### src/rtl/mem_wb_writeback_pkg.sv
// Shared constants for the MEM->WB writeback stage: load-op encodings,
// FSM state codes and the load legality check.
package mem_wb_writeback_pkg;

  localparam int DATA_W_DEF   = 32;
  localparam int RADDR_W_DEF  = 5;
  localparam int LOADOP_W_DEF = 3;

  localparam logic [2:0] LOAD_LB  = 3'd0;
  localparam logic [2:0] LOAD_LBU = 3'd1;
  localparam logic [2:0] LOAD_LH  = 3'd2;
  localparam logic [2:0] LOAD_LHU = 3'd3;
  localparam logic [2:0] LOAD_LW  = 3'd4;

  localparam logic [0:0] WB_IDLE = 1'b0;
  localparam logic [0:0] WB_WAIT = 1'b1;

  // High when the load cannot be issued: reserved op or misaligned address.
  function automatic logic load_fault(input logic [2:0] op, input logic [1:0] addr_lo);
    case (op)
      LOAD_LB, LOAD_LBU: load_fault = 1'b0;
      LOAD_LH, LOAD_LHU: load_fault = addr_lo[0];
      LOAD_LW:           load_fault = (addr_lo != 2'b00);
      default:           load_fault = 1'b1;
    endcase
  endfunction

endpackage

### src/rtl/mem_wb_writeback_load_align.sv
// Lane select and sign/zero extension of a little-endian loaded word.
module mem_wb_writeback_load_align
  import mem_wb_writeback_pkg::*;
#(
  parameter int DATA_W   = DATA_W_DEF,
  parameter int LOADOP_W = LOADOP_W_DEF
) (
  input  logic [DATA_W-1:0]   rdata,
  input  logic [LOADOP_W-1:0] op,
  input  logic [1:0]          addr_lo,
  output logic [DATA_W-1:0]   data
);

  logic [7:0]  byte_sel;
  logic [15:0] half_sel;

  assign byte_sel = rdata[8*addr_lo +: 8];
  assign half_sel = addr_lo[1] ? rdata[31:16] : rdata[15:0];

  // NOTE: data gets a default before the case so no path leaves it unassigned (no latch).
  always_comb begin
    data = rdata;
    case (op)
      LOAD_LB:  data = {{(DATA_W-8){byte_sel[7]}}, byte_sel};
      LOAD_LBU: data = {{(DATA_W-8){1'b0}}, byte_sel};
      LOAD_LH:  data = {{(DATA_W-16){half_sel[15]}}, half_sel};
      LOAD_LHU: data = {{(DATA_W-16){1'b0}}, half_sel};
      default:  data = rdata;
    endcase
  end

endmodule

### src/rtl/mem_wb_writeback.sv
// MEM->WB stage: registers ALU results into the register file write port and
// runs the req/ack load handshake with data memory, stalling upstream meanwhile.
module mem_wb_writeback
  import mem_wb_writeback_pkg::*;
#(
  parameter int DATA_W   = DATA_W_DEF,
  parameter int RADDR_W  = RADDR_W_DEF,
  parameter int LOADOP_W = LOADOP_W_DEF
) (
  input  logic                clk,
  input  logic                rst,
  input  logic                in_valid,
  input  logic                in_we,
  input  logic [RADDR_W-1:0]  in_waddr,
  input  logic [DATA_W-1:0]   in_result,
  input  logic                in_load,
  input  logic [LOADOP_W-1:0] in_load_op,
  input  logic                flush,
  output logic                dmem_req,
  output logic [DATA_W-1:0]   dmem_addr,
  input  logic                dmem_ack,
  input  logic [DATA_W-1:0]   dmem_rdata,
  output logic                stall_req,
  output logic                load_err,
  output logic                wb_we,
  output logic [RADDR_W-1:0]  wb_addr,
  output logic [DATA_W-1:0]   wb_data
);

  logic [0:0]          state;
  logic                killed;
  logic                cap_we;
  logic [RADDR_W-1:0]  cap_waddr;
  logic [LOADOP_W-1:0] cap_op;
  logic [1:0]          cap_lo;
  logic [DATA_W-1:0]   load_data;

  logic is_idle, is_wait, accept, fault, alu_go, load_go, load_bad;

  assign is_idle  = (state == WB_IDLE);
  assign is_wait  = (state == WB_WAIT);
  assign accept   = is_idle & in_valid & ~flush;
  assign fault    = load_fault(in_load_op, in_result[1:0]);
  assign alu_go   = accept & ~in_load;
  assign load_go  = accept & in_load & ~fault;
  assign load_bad = accept & in_load & fault;

  // Upstream advances on the ack-cycle edge, so the stall drops during the ack cycle.
  assign stall_req = (is_idle & in_valid & in_load & ~flush) | (is_wait & ~dmem_ack);

  mem_wb_writeback_load_align #(
    .DATA_W   (DATA_W),
    .LOADOP_W (LOADOP_W)
  ) u_load_align (
    .rdata   (dmem_rdata),
    .op      (cap_op),
    .addr_lo (cap_lo),
    .data    (load_data)
  );

  // NOTE: sequential state uses non-blocking assignments so every register samples pre-edge values.
  always_ff @(posedge clk or negedge rst) begin
    if (!rst) begin
      state     <= WB_IDLE;
      killed    <= 1'b0;
      cap_we    <= 1'b0;
      cap_waddr <= '0;
      cap_op    <= '0;
      cap_lo    <= '0;
      dmem_req  <= 1'b0;
      dmem_addr <= '0;
      load_err  <= 1'b0;
      wb_we     <= 1'b0;
      wb_addr   <= '0;
      wb_data   <= '0;
    end else begin
      // Writeback and error are single-cycle pulses; address/data read 0 when idle.
      wb_we    <= 1'b0;
      wb_addr  <= '0;
      wb_data  <= '0;
      load_err <= 1'b0;

      case (state)
        WB_IDLE: begin
          killed <= 1'b0;
          if (alu_go && in_we && (in_waddr != '0)) begin
            wb_we   <= 1'b1;
            wb_addr <= in_waddr;
            wb_data <= in_result;
          end
          if (load_go) begin
            state     <= WB_WAIT;
            dmem_req  <= 1'b1;
            dmem_addr <= {in_result[DATA_W-1:2], 2'b00};
            cap_we    <= in_we;
            cap_waddr <= in_waddr;
            cap_op    <= in_load_op;
            cap_lo    <= in_result[1:0];
          end
          if (load_bad) begin
            load_err <= 1'b1;
          end
        end

        WB_WAIT: begin
          if (flush) begin
            killed <= 1'b1;
          end
          // A flush in WAIT still lets the bus transaction finish; only the writeback is dropped.
          if (dmem_ack) begin
            state    <= WB_IDLE;
            dmem_req <= 1'b0;
            killed   <= 1'b0;
            if (cap_we && (cap_waddr != '0) && !killed && !flush) begin
              wb_we   <= 1'b1;
              wb_addr <= cap_waddr;
              wb_data <= load_data;
            end
          end
        end

        default: begin
          state    <= WB_IDLE;
          dmem_req <= 1'b0;
        end
      endcase
    end
  end

endmodule
### config.mk
export PLATFORM = sky130hd
export DESIGN_NAME = mem_wb_writeback
export DESIGN_NICKNAME = d
export VERILOG_FILES = /design/src/rtl/mem_wb_writeback_pkg.sv /design/src/rtl/mem_wb_writeback_load_align.sv /design/src/rtl/mem_wb_writeback.sv
export SDC_FILE = /design/constraint.sdc
export NUM_CORES = 1
export LEC_CHECK = 0
export CAP_MARGIN = 20
export CORE_UTILIZATION = 44
export CTS_CLUSTER_SIZE = 10
export DETAILED_ROUTE_END_ITERATION = 12
export PLACE_DENSITY = 0.91
export SKIP_LAST_GASP = 1
export SYNTH_ARGS = -nofsm -noshare
export SYNTH_HDL_FRONTEND = slang
export SYNTH_SLANG_ARGS = --single-unit
### constraint.sdc
create_clock -name clk -period 2.2 [get_ports clk]
set_clock_uncertainty 0.05 [all_clocks]
set_input_delay 0.33 -clock clk [delete_from_list [all_inputs] [get_ports clk]]
set_output_delay 0.33 -clock clk [all_outputs]
set_load 0.02 [all_outputs]
==> metrics.json, run 1 <==
{
  "nNetsFinal": 546,
  "cts-buffers-inserted": 9,
  "vias": 3173,
  "synth.yosys.seq_area_share_pct": 53.4,
  "dp_cells": 560,
  "clkSinkCount": 83,
  "crit_path_top_delay_cell": "or4_4",
  "initial_core_utilization_pct": 46.4,
  "grt_overflow_total": 0,
  "period_share_pct": 85.7,
  "cts-root-to-sink-buffers": 2,
  "clock_network_fraction_of_design_power_pct": 25.6,
  "clock_insertion_delay_worst_skew_ns": 0.34,
  "netlist_instances": 311,
  "number_of_antenna_repair_diodes": 0,
  "power.switching_uw": 1400,
  "power_frac_seq_pct": 41.6,
  "crit_buf_inv": 1,
  "slew_violations": 0,
  "power_per_cell_area_nw_per_um2": 786,
  "grt_first_pass_wirelength_mm": 16.4,
  "buffer_ports.inserted": 149,
  "non_filler_cells_final": 576,
  "die_y_um": 96.0,
  "drt_wl_total_mm": 10.6,
  "max-cap-violations": 0,
  "route.detailed.vias_per_inst": 5.51,
  "synthesis.area_um2": 3890,
  "finalCoreUtilization_pct": 69.0,
  "critPathArrivalTime_ns": 2.07,
  "layout_overhead_on_the_synthesized_area_pct": 48.7,
  "setup_viol_count_final": 0,
  "core_area_um2": 8380,
  "post-cts-setup-buffer-count": 0,
  "yosys_register_bits": 83,
  "gp_congestion": 0.900,
  "combPwrFrac_pct": 32.7,
  "die_area_um2": 9220,
  "totalNegativeSetupSlack_ns": 0,
  "ctsRootBufferMaster": "clkbuf_8",
  "holdCritPathClass": "register to register",
  "clkTransAtPathRegs_ns": 0.08,
  "crit_path_max_fanout": 5,
  "drive_gt1_share_pct": 19.3,
  "initialDrtViolationCount": 213,
  "boundaryPins": 152,
  "timing.critical_path.required_ns": 2.39,
  "critical_path.cell_chain": "or4_4, o211ai_4, a31oi_1, buf_4, a22o_1",
  "hold_viol": 0,
  "setup.worst_path.end_class": "register",
  "drt_first_pass_iters": 4,
  "run_status": "completed",
  "count_of_cell_types_in_the_netlist": 51,
  "netSwitchingFraction_pct": 30.8,
  "ff2ff_setup_slack_ns": 0.31,
  "wl_met1_mm": 4.06,
  "cell_internal_pwr_uw": 3150,
  "crit_path_max_incr_delay_ns": 0.57,
  "detailedPlacementHpwl_mm": 8.03,
  "first_global_vias": 3259,
  "critical-path-top-delay-family": "compound AO/OA/AOI/OAI gates",
  "finalHoldWorstSlack_ns": 0.433,
  "rsz0062_at_grt": "no",
  "grt_start_max_net_pins": 46,
  "async_flop_share_pct": 100,
  "timing.final.crit_period_ns": 1.89,
  "dr_wl_met3_um": 933,
  "rows": 33,
  "syn_avg_cell_area_um2": 12.5,
  "power.ir.vdd_worst_mv": 0.363,
  "gr-usage-all-layers_pct": 24.1,
  "route.antenna.remaining_nets": 0,
  "topRoutingLayerUsed": "met4",
  "synth_flop_cell": "dfrtp_1",
  "die_x_um": 96.0,
  "met2_wirelength_mm": 5.32,
  "sort_of_element_at_the_start_of_the_critical_path": "register",
  "worst_slew_margin_rel_pct": 65.6,
  "cts_tree": "yes",
  "h-tree-depth": 3,
  "path_class": "register to register",
  "grt_antenna_before_repair": 0,
  "drt_wl_cell_um": 18.4,
  "tightestPinTransition_ns": 0.516,
  "drt_drc_violations_left": 0,
  "achievable-frequency_ghz": 0.530,
  "p_leak_uw": 0.00248,
  "synth_edf_count": 0,
  "yosysWarnings": 0
}
repair_timing:
item                                    CTS  global route
hold buffers                              1             0
gates resized for setup                   0             1
hold endpoints to repair                 38             0
endpoints found under the setup margin    0             1
cell families (layout without fill, tap and decap cells):
logic type             count (synthesis)  after routing  share of synthesized area, %
DFF                                   83             83                          53.4
AOI/OAI and AO/OA                     79             79                          16.5
and+or+nand+nor                       69             69                          10.7
muxes                                 51             51                          15.3
buffers and inverters                 28            187                          3.99
other                                  1              2                        0.0964
state kept, by name, summed over array words and instances (netlist names), 2 cells and up:
register	count
wb_data	32
cap_op	3
cap_waddr	5
dmem_addr	30
wb_addr	5
cap_lo	2
power by group through the flow:
stage	clock, uW	combinational (uW)	sequential (uW)
after floorplan	0	609	2090
after global placement	0	1450	1900
after detailed placement	0	1490	1920
after CTS	1200	1500	1890
after global routing	1260	1600	1920
final	1160	1490	1890
stage by stage:
stage / instance area [um2] / total power (uW) / setup slack (ns)
after floorplan: 3890 / 2700 / 0.489
after detailed placement: 5560 / 3410 / 0.0360
after global placement: 5560 / 3350 / 0.0784
final: 5780 / 4540 / 0.314
after CTS: 5780 / 4590 / 0.0429
after global routing: 5780 / 4770 / 0.228
Yosys cell counts, types with 3 or more instances:
library cell	count	area share (%)
inv_1	6	0.58
clkbuf_1	7	0.68
nand2b_1	12	1.9
a21oi_1	12	1.5
mux2_2	34	9.8
or2b_1	5	0.97
a22o_1	20	4.5
o22ai_1	8	1.3
o2bb2ai_1	7	1.6
nand2_1	14	1.4
buf_2	8	1.0
mux2i_1	5	1.3
or3_1	5	0.80
or2b_2	5	1.1
o21ai_0	8	1.0
a22o_2	7	1.8
nor2b_1	6	0.97
dfrtp_1	83	53
mux2_1	9	2.6
nor2_1	9	0.87
a32o_1	3	0.77
buf_6	3	0.87
worst register-to-register path, stage by stage, from the launching register on:
cell and delay [ns]:
dfrtp_1 0.40, or4_4 0.57, o211ai_4 0.27, a31oi_1 0.11
buf_4 0.18, a22o_1 0.20
per-layer routing:
metal  up-vias  global-route usage, %
met5         -                      0
met4         0                   9.33
met3        23                   6.79
met2       149                   41.4
met1      1552                   28.4
li1       1449                      -
final timing paths:
path                                  to  cells after the start         start
setup / recovery             wb_data[14]                      5  cap_waddr[1]
hold / removal                  dmem_req                      2      dmem_req
hold reg to reg                 dmem_req                      2      dmem_req
setup reg to reg             wb_data[14]                      5  cap_waddr[1]
max in group asynchronous    wb_data[10]                      3           rst
min in group asynchronous  dmem_addr[11]                      2           rst
final cells by class:
class | instances | area [um2]
inverters | 6 | 22.5
multi-input cells | 201 | 1660
clock inverters | 4 | 76.3
fillers | 619 | 2600
well taps | 105 | 131
repair buffers | 166 | 1680
flip-flops and latches | 83 | 2080
clock buffers | 11 | 131
placed cells by master (no fill, tap or decap), types with 2 or more instances in the layout:
cell type / instances
a21oi_1: 12
a221o_2: 2
a22o_1: 20
a22o_2: 7
a31oi_1: 2
a32o_1: 3
buf_12: 5
buf_4: 12
bufinv_16: 2
clkbuf_1: 2
clkbuf_8: 9
clkdlybuf4s50_1: 147
conb_1: 2
dfrtp_1: 83
inv_1: 6
mux2_1: 9
mux2_2: 34
mux2i_1: 5
mux4_2: 2
nand2_1: 14
nand2b_1: 12
nand3_1: 2
nor2_1: 9
nor2b_1: 6
nor3_1: 2
o21ai_0: 8
o22ai_1: 8
o2bb2ai_1: 7
or2b_1: 5
or2b_2: 5
or3_1: 5
Power figures use the tool's default switching activity.
==> inputs of run 2 (changes only) <==
MAX_ROUTING_LAYER = met4   (was not set)
==> run 2 against run 1 <==
Against the previous run:
- core utilization decreased by 0.22 points
- design area decreased by 0.32%
- global-route usage increased by 0.73 points
- die area unchanged
- flip-flop and latch count unchanged
- power decreased by 1.8%
- register-to-register slack about the same
- highest routed layer unchanged
- critical path type unchanged
- critical path depth unchanged
- final cell count decreased by 0.35%
==> metrics.json, run 2 (synthesis gave the netlist of run 1 again) <==
{
  "grt_start_max_net_pins": {"value": 43, "change": "-6.5%"},
  "timing.critical_path.to": "wb_data[30]",
  "slew_violations": {"value": 0, "change": "unchanged"},
  "largest_register_ffs": {"value": 32, "change": "unchanged"},
  "holdCritPathClass": "register to register",
  "crit_path_top_delay_cell": "dfrtp_1",
  "met2_wirelength": {"value": 5.20, "unit": "mm", "change": "-2.3%"},
  "path_class": "register to register",
  "core_area": {"value": 8380, "unit": "um2", "change": "unchanged"},
  "worstSetupStartpoint": "cap_lo[0]",
  "rows": {"value": 33, "change": "unchanged"},
  "sort_of_element_at_the_start_of_the_critical_path": "register",
  "critical_path.cell_chain": "mux2_2, a32oi_2, a21oi_4, buf_12, a22o_2",
  "combPwrFrac": {"value": 33.3, "unit": "%", "change": "+0.6 points"},
  "hold_viol": {"value": 0, "change": "unchanged"},
  "route.detailed.vias_per_inst": {"value": 5.41, "change": "-1.8%"},
  "clkTransAtPathRegs": {"value": 0.08, "unit": "ns", "change": "about the same"},
  "grt_overflow_total": {"value": 0, "change": "unchanged"},
  "layout_common_cells": "clkdlybuf4s50_1, dfrtp_1, mux2_2",
  "cell_internal_pwr": {"value": 3080, "unit": "uW", "change": "-2.0%"},
  "number_of_antenna_repair_diodes": {"value": 0, "change": "unchanged"},
  "topRoutingLayerUsed": "met4",
  "design_area": {"value": 5760, "unit": "um2", "change": "-0.32%"},
  "timing.critical_path.required": {"value": 2.39, "unit": "ns", "change": "about the same"},
  "largest-register": "wb_data",
  "period_share": {"value": 86.0, "unit": "%", "change": "+0.29 points"},
  "gp_congestion": {"value": 0.896, "change": "-0.46%"},
  "grt_antenna_before_repair": {"value": 0, "change": "unchanged"},
  "worst_slew_margin_rel": {"value": 63.8, "unit": "%", "change": "-1.8 points"},
  "route.antenna.remaining_nets": {"value": 0, "change": "unchanged"},
  "power_per_cell_area": {"value": 774, "unit": "nW/um2", "change": "-1.5%"},
  "rsz0062_at_grt": "no",
  "gr-usage-all-layers": {"value": 24.8, "unit": "%", "change": "+0.73 points"},
  "die_x": {"value": 96.0, "unit": "um", "change": "unchanged"},
  "buffer_ports.inserted": {"value": 149, "change": "unchanged"},
  "reg2reg_from": "cap_lo[0]",
  "drt_drc_violations_left": {"value": 0, "change": "unchanged"},
  "power.switching": {"value": 1380, "unit": "uW", "change": "-1.4%"},
  "drt_first_pass_iters": {"value": 4, "change": "unchanged"},
  "setup.worst_path.end_class": "register",
  "mostFrequentLayoutCell": "clkdlybuf4s50_1",
  "die_y": {"value": 96.0, "unit": "um", "change": "unchanged"},
  "dr_wl_met3": {"value": 737, "unit": "um", "change": "-21%"},
  "cts-buffers-inserted": {"value": 9, "change": "unchanged"},
  "placed_cell_area": {"value": 5560, "unit": "um2", "change": "unchanged"},
  "power_frac_seq": {"value": 42.5, "unit": "%", "change": "+0.9 points"},
  "top_flop_regs": "wb_data: 32 flops, dmem_addr: 30 flops",
  "achievable-frequency": {"value": 0.528, "unit": "GHz", "change": "-0.33%"},
  "cts-root-to-sink-buffers": {"value": 2, "change": "unchanged"},
  "wl_met1": {"value": 4.30, "unit": "mm", "change": "+5.9%"},
  "first_global_vias": {"value": 3164, "change": "-2.9%"},
  "tightestPinTransition": {"value": 0.543, "unit": "ns", "change": "+0.0268 ns"},
  "nNetsFinal": {"value": 546, "change": "unchanged"},
  "boundaryPins": {"value": 152, "change": "unchanged"},
  "p_leak": {"value": 0.00248, "unit": "uW", "change": "-0.25%"},
  "max-cap-violations": {"value": 0, "change": "unchanged"},
  "power.ir.vdd_worst": {"value": 0.477, "unit": "mV", "change": "+31%"},
  "drt_wl_cell": {"value": 18.2, "unit": "um", "change": "-1.0%"},
  "netSwitchingFraction": {"value": 30.9, "unit": "%", "change": "+0.14 points"},
  "clock_insertion_delay_worst_skew": {"value": 0.35, "unit": "ns", "change": "about the same"},
  "reg2regPathDepth": {"value": 5, "change": "unchanged"},
  "crit_path_max_fanout": {"value": 16, "change": "+11"},
  "initialDrtViolationCount": {"value": 150, "change": "-30%"},
  "die_area": {"value": 9220, "unit": "um2", "change": "unchanged"},
  "totalNegativeSetupSlack": {"value": 0, "unit": "ns", "change": "unchanged"},
  "clkSinkCount": {"value": 83, "change": "unchanged"},
  "run_status": "completed",
  "clock_network_fraction_of_design_power": {"value": 24.2, "unit": "%", "change": "-1.4 points"},
  "ctsRootBufferMaster": "clkbuf_8",
  "post-cts-setup-buffer-count": {"value": 0, "change": "unchanged"},
  "drive_gt1_share": {"value": 19.4, "unit": "%", "change": "+0.082 points"},
  "vias": {"value": 3105, "change": "-2.1%"},
  "cts_tree": "yes",
  "crit_path_max_incr_delay": {"value": 0.51, "unit": "ns", "change": "-0.06 ns"},
  "h-tree-depth": {"value": 3, "change": "unchanged"},
  "drt_wl_total": {"value": 10.4, "unit": "mm", "change": "-1.4%"},
  "fillers": {"value": 600, "change": "-3.1%"},
  "worstReg2RegEnd": "wb_data[30]",
  "initial_core_utilization": {"value": 46.4, "unit": "%", "change": "unchanged"},
  "detailedPlacementHpwl": {"value": 7.94, "unit": "mm", "change": "-1.2%"},
  "critPathArrivalTime": {"value": 2.08, "unit": "ns", "change": "about the same"},
  "setup_viol_count_final": {"value": 0, "change": "unchanged"},
  "grt_first_pass_wirelength": {"value": 16.3, "unit": "mm", "change": "-0.67%"},
  "ff2ff_setup_slack": {"value": 0.31, "unit": "ns", "change": "about the same"},
  "hold_depth": {"value": 2, "change": "unchanged"},
  "timing.final.crit_period": {"value": 1.89, "unit": "ns", "change": "+0.00630 ns"},
  "layout_overhead_on_the_synthesized_area_pct": 48.2
}
==> run 2: changes by cell type in the layout (fill, tap and decap cells not counted), sizes merged <==
cell / previous run / this run
bufinv: 2 / 1
clkinv: 1 / 0
==> run 2: power groups by stage <==
| stage | clock, uW | sequential (uW) | combinational (uW) |
|---|---|---|---|
| after floorplan | 0 | 2090 | 609 |
| after global placement | 0 | 1900 | 1460 |
| after detailed placement | 0 | 1920 | 1490 |
| after CTS | 1100 | 1900 | 1490 |
| after global routing | 1170 | 1920 | 1610 |
| final | 1080 | 1890 | 1490 |
==> run 2: worst max-delay path, delay by kind of cell (launching register included) <==
kind / cells / cell delay, ns
flip-flops: 1 / 0.51
buffers and inverters: 1 / 0.16
AO/OA/AOI/OAI: 3 / 0.65
multiplexers: 1 / 0.41
==> run 2: through the flow <==
stage / instances / setup WS (ns) / util [%] / total power [uW] / hold WS, ns
global placement: 560 / 0.0791 / 66.4 / 3360 / 0.291
finish: 574 / 0.308 / 68.8 / 4460 / 0.440
floorplan: 312 / 0.489 / - / 2700 / -0.0156
CTS: 574 / 0.0121 / 68.7 / 4490 / 0.436
global route: 574 / 0.224 / 68.8 / 4700 / 0.474
detailed placement: 560 / 0.0538 / 66.4 / 3410 / 0.307
==> run 2: layout make-up <==
| class | instances | area [um2] | share of cell area (%) |
|---|---|---|---|
| inverter | 6 | 22.5 | 0.391 |
| tap | 105 | 131 | 2.28 |
| timing repair buffer | 166 | 1680 | 29.2 |
| clock buffer | 11 | 151 | 2.63 |
| sequential | 83 | 2080 | 36.0 |
| multi-input combinational | 201 | 1660 | 28.8 |
| clock inverter | 2 | 37.5 | 0.651 |
==> run 2: worst min-delay path by stage <==
stage | startpoint | end | slack [ns]
final | dmem_req | dmem_req | 0.44
after global routing | dmem_addr[18] | dmem_addr[18] | 0.47
after CTS | dmem_req | dmem_req | 0.44
after detailed placement | rst | dmem_addr[11] | 0.31
after global placement | rst | dmem_addr[11] | 0.29
after floorplan | rst | cap_lo[0] | -0.02
==> run 2: repair_timing <==
| item | in CTS | in global routing |
|---|---|---|
| endpoints found under the setup margin | 0 | 1 |
| hold buffers | 1 | 0 |
| endpoints found under the hold margin | 41 | 0 |
| resized for setup | 0 | 1 |
==> run 2: metal layers <==
metal	global-route usage [%]	vias up
met4	8.08	0
met1	30.4	1526
met3	6.64	20
li1	-	1442
met5	-	-
met2	39.8	117
